==> src/rtl/rr_mux4_arbiter.sv <==
// Four-requester round-robin arbiter feeding one registered WIDTH-bit output port.
// Optional per-requester lock keeps priority for bursts of up to MAX_BURST beats.
module rr_mux4_arbiter #(
    parameter int unsigned WIDTH     = 32,
    parameter int unsigned MAX_BURST = 4
) (
    input  logic             clk,
    input  logic             reset,
    input  logic [3:0]       req,
    input  logic [3:0]       lock,
    input  logic [WIDTH-1:0] data_in0,
    input  logic [WIDTH-1:0] data_in1,
    input  logic [WIDTH-1:0] data_in2,
    input  logic [WIDTH-1:0] data_in3,
    output logic [3:0]       grant,
    output logic [1:0]       sel,
    output logic             out_valid,
    output logic [WIDTH-1:0] out_data,
    input  logic             out_ready,
    output logic             busy
);

    localparam logic ST_EMPTY = 1'b0;
    localparam logic ST_FULL  = 1'b1;

    logic             state_q, state_d;
    logic [1:0]       ptr_q, ptr_d;
    logic [1:0]       owner_q, owner_d;
    logic [1:0]       sel_q, sel_d;
    logic [3:0]       bcnt_q, bcnt_d;
    logic [WIDTH-1:0] data_q, data_d;

    logic             found;
    logic [1:0]       winner;
    logic [1:0]       idx;
    logic             accept;
    logic [3:0]       cnt_next;
    logic             keep;
    logic [WIDTH-1:0] win_data;

    // Scan from the priority pointer with mod-4 wrap; the first asserted request wins.
    always_comb begin
        found  = 1'b0;
        winner = ptr_q;
        idx    = ptr_q;
        for (int unsigned k = 0; k < 4; k++) begin
            idx = ptr_q + 2'(k);
            if (!found && req[idx]) begin
                found  = 1'b1;
                winner = idx;
            end
        end
    end

    always_comb begin
        win_data = data_in0;
        case (winner)
            2'd0:    win_data = data_in0;
            2'd1:    win_data = data_in1;
            2'd2:    win_data = data_in2;
            default: win_data = data_in3;
        endcase
    end

    assign accept = found && (state_q == ST_EMPTY || out_ready);

    always_comb begin
        grant = '0;
        if (accept && !reset) begin
            grant[winner] = 1'b1;
        end
    end

    // bcnt never exceeds MAX_BURST-1, so the incremented count fits in 4 bits.
    assign cnt_next = (winner == owner_q) ? bcnt_q + 4'd1 : 4'd1;
    assign keep     = lock[winner] && (cnt_next < 4'(MAX_BURST));

    always_comb begin
        state_d = state_q;
        ptr_d   = ptr_q;
        owner_d = owner_q;
        sel_d   = sel_q;
        bcnt_d  = bcnt_q;
        data_d  = data_q;
        if (accept) begin
            state_d = ST_FULL;
            data_d  = win_data;
            sel_d   = winner;
            owner_d = winner;
            if (keep) begin
                ptr_d  = winner;
                bcnt_d = cnt_next;
            end else begin
                ptr_d  = winner + 2'd1;
                bcnt_d = '0;
            end
        end else if (state_q == ST_FULL && out_ready) begin
            state_d = ST_EMPTY;
        end
    end

    always_ff @(posedge clk or posedge reset) begin
        if (reset) begin
            state_q <= ST_EMPTY;
            ptr_q   <= '0;
            owner_q <= '0;
            sel_q   <= '0;
            bcnt_q  <= '0;
            data_q  <= '0;
        end else begin
            state_q <= state_d;
            ptr_q   <= ptr_d;
            owner_q <= owner_d;
            sel_q   <= sel_d;
            bcnt_q  <= bcnt_d;
            data_q  <= data_d;
        end
    end

    assign out_valid = (state_q == ST_FULL);
    assign out_data  = data_q;
    assign sel       = sel_q;
    assign busy      = out_valid || (|req);

endmodule

==> config.mk <==
export PLATFORM = sky130hd
export DESIGN_NAME = rr_mux4_arbiter
export DESIGN_NICKNAME = d
export VERILOG_FILES = /design/src/rtl/rr_mux4_arbiter.sv
export SDC_FILE = /design/constraint.sdc
export NUM_CORES = 1
export LEC_CHECK = 0
export ABC_AREA = 1
export BUFFER_PORTS_ARGS = -buffer_cell sky130_fd_sc_hd__buf_2
export CORE_MARGIN = 4
export CORE_UTILIZATION = 35
export CTS_BUF_LIST = sky130_fd_sc_hd__clkbuf_4 sky130_fd_sc_hd__clkbuf_8
export CTS_CLUSTER_DIAMETER = 150
export DETAILED_ROUTE_END_ITERATION = 16
export GPL_ROUTABILITY_DRIVEN = 0
export HOLD_SLACK_MARGIN = 0.1
export PLACE_DENSITY = 0.68
export SLEW_MARGIN = 40
export SYNTH_ARGS = -nofsm -noshare
export SYNTH_HDL_FRONTEND = slang
export SYNTH_SLANG_ARGS = --single-unit
==> constraint.sdc <==
create_clock -name clk -period 5 [get_ports clk]
set_clock_uncertainty 0.2 [all_clocks]
set_input_delay 0.5 -clock clk [delete_from_list [all_inputs] [get_ports clk]]
set_output_delay 0.5 -clock clk [all_outputs]
set_load 0.01 [all_outputs]
==> impl_metrics.tcl <==
set metrics [dict create \
    status "finished, final reports clean" \
    start_util_pct 36.3 \
    finalWirelength_mm 9.47 \
    hold_viol 0 \
    dp.cells 676 \
    r2r_cells 16 \
    vdd_drop_max_v 0.000490 \
    route.met2.wl_mm 4.87 \
    max_slew.worst_pin.slew_ps 706 \
    start_kind "flop" \
    synth_edf_count 0 \
    crit_fanout 15 \
    maxCapViolations 0 \
    path_class "flop to primary output" \
    antenna_cells 0 \
    ys_top_cells_by_count "nand2_1, o21ai_0, nand3_1" \
    setup_viol 0 \
    rsz0062_at_grt "no" \
    async_flop_share_pct 100 \
    syn_avg_cell_area_um2 6.73 \
    p_leak_nw 2.04 \
    fmaxAchievable_mhz 285 \
    clk_latency_ps 280 \
    synth_cell_type_count 26 \
    end_kind "primary output" \
    drt-initial-drc-count 122 \
    yosysSeqAreaShare_pct 36.4 \
    cts_resized 0 \
    ctsHoldBuffers 0 \
    worst_ep_arrival_time_ps 2800 \
    yosysTopAreaCell "dfrtp_1" \
    vias 3357 \
    avgRoutedWirePerCell_um 13.8 \
    areaGrowthSynthToFinish_pct 36.7 \
    drv_slew 0 \
    slew_headroom_pct 52.9 \
    p_seq_share_pct 18.2 \
    die_h_um 97.8 \
    netlist_area_mm2 0.00282 \
    top_layer "met4" \
    p_sw_mw 1.81 \
    internal-power_mw 1.49 \
    cts.sink_count 41 \
    fin_crit_sh_pct 70.1 \
    fp.dieW_um 97.8 \
    cts_buffer_depth 2 \
    holdWs_ps 125 \
    boundaryPins 179 \
    num_rows 32 \
    final_nets 726 \
    cts_setup_buffers 0 \
    grt_max_degree 75 \
    cp.required_ps 4300 \
    grt_pass1_vias 3332 \
    grt_first_pass_wirelength_mm 15.1 \
    ys.flop_type "dfrtp_1" \
    final_cell_count_no_fill 684 \
    first_pass_iters 4 \
    synth.most_common_cell "nand2_1" \
    io_buffer_count 178 \
    met3_length_um 589 \
    htree_levels 2 \
    period_minus_slack_ps 3500 \
    pwr-share-clk_pct 6.6 \
    syn_nets 564 \
    synth_cells 419 \
    cts_root_buf "clkbuf_8" \
    clk_pin_slew_ps 80 \
    fin_ws_ps 1500 \
    dp_hpwl_mm 7.31 \
    cts_tree "built" \
    p_per_area_mw_per_mm2 856 \
    die_area_mm2 0.00956 \
    ant_nets 0 \
    drive_gt1_share_pct 37.6 \
    nFillCells 796 \
    hold_class "input pin to async pin" \
    synth_area_leaders "dfrtp_1, nand2_1, o21ai_0" \
    vias_per_cell 4.91 \
    netlist.area_leader.share_pct 36.4 \
    tns_ps 0 \
    yosys_register_bits 41 \
    yosys_warnings 0 \
    grt_overflow 0 \
    cts_made_buffers 5 \
    p_sw_share_pct 54.9 \
    final_util_pct 49.7 \
    antenna_found_initial 0 \
    power_frac_comb_pct 75.2 \
    drc 0 \
    pre_cts_slack_ps 1730 \
    grt_usage_pct 18.9 \
    r2r_slack_ps 1750 \
    fp.coreArea_mm2 0.00777 \
    wl_met1_mm 3.89 \
]
==> sequential cells by signal, indices dropped and copies added, names as in the netlist <==
name / cells
sel: 2
ptr_q: 2
out_valid: 1
bcnt_q: 4
out_data: 32
==> layer usage <==
layer,vias to the layer above,global-route usage [%]
li1,1708,-
met5,-,0
met2,116,35.3
met1,1522,21.2
met3,11,4.57
met4,0,5.75
==> final timing paths <==
kind / start / endpoint
setup / recovery: ptr_q[0] / grant[2]
hold / removal: reset / out_data[1]
setup reg to reg: ptr_q[0] / out_data[17]
hold reg to reg: out_data[20] / out_data[20]
max in group asynchronous: reset / sel[0]
min in group clk: out_ready / out_valid
==> cell type report <==
| type | instances | area, µm² | share of cell area [%] |
|---|---|---|---|
| Timing Repair Buffer | 183 | 928 | 24.1 |
| Clock buffer | 7 | 83.8 | 2.17 |
| Inverter | 21 | 86.3 | 2.24 |
| Multi-Input combinational cell | 329 | 1600 | 41.4 |
| Sequential cell | 41 | 1030 | 26.6 |
| Clock inverter | 1 | 7.51 | 0.195 |
| Tap cell | 102 | 128 | 3.31 |
==> kinds of logic (layout without fill, tap and decap cells) <==
family | after synthesis | in the layout | share of synthesized area, %
compound gates | 106 | 106 | 18.9
xor+xnor | 1 | 1 | 0.310
fa+ha+maj | 6 | 6 | 2.66
buf+inv | 49 | 212 | 7.01
flops | 41 | 41 | 36.4
simple gates | 216 | 216 | 34.8
==> power groups by stage <==
stage	clock network, mW	logic (mW)	registers (mW)
after CTS	0.227	2.49	0.602
after detailed placement	0	2.48	0.604
after global placement	0	2.44	0.598
after floorplan	0	1.76	0.648
after global routing	0.237	2.81	0.624
final	0.218	2.48	0.602
==> metrics by stage <==
stage	total power [mW]	area, µm²
after floorplan	2.41	2820
after global placement	3.03	3760
after detailed placement	3.09	3770
after CTS	3.32	3860
after global routing	3.68	3860
final	3.30	3860
==> placed cells by master, fill, tap and decap left out, drive strengths merged <==
master	synthesis	routed
buf	4	183
nand2	153	153
o21ai	70	70
nand3	46	46
dfrtp	41	41
a21oi	35	35
inv	21	20
nor2	11	11
clkbuf	24	7
ha	6	6
nand4	5	5
xnor2	1	1
a21boi	1	1
nor4	1	1
clkinv	0	1
clkinvlp	0	1
==> critical path, cell delays in order (launching register included) <==
cell	delay (ps)
dfrtp_1	550
inv_4	80
nand2_1	80
nand3_1	70
nand2_1	150
inv_2	80
nor2_8	110
nand2_1	60
nand2_1	60
nand2_1	60
nand2_2	60
nand2_2	100
inv_1	120
ha_1	530
inv_1	100
nor2_1	130
buf_2	140
No activity file was read; power rests on OpenSTA's default activity.
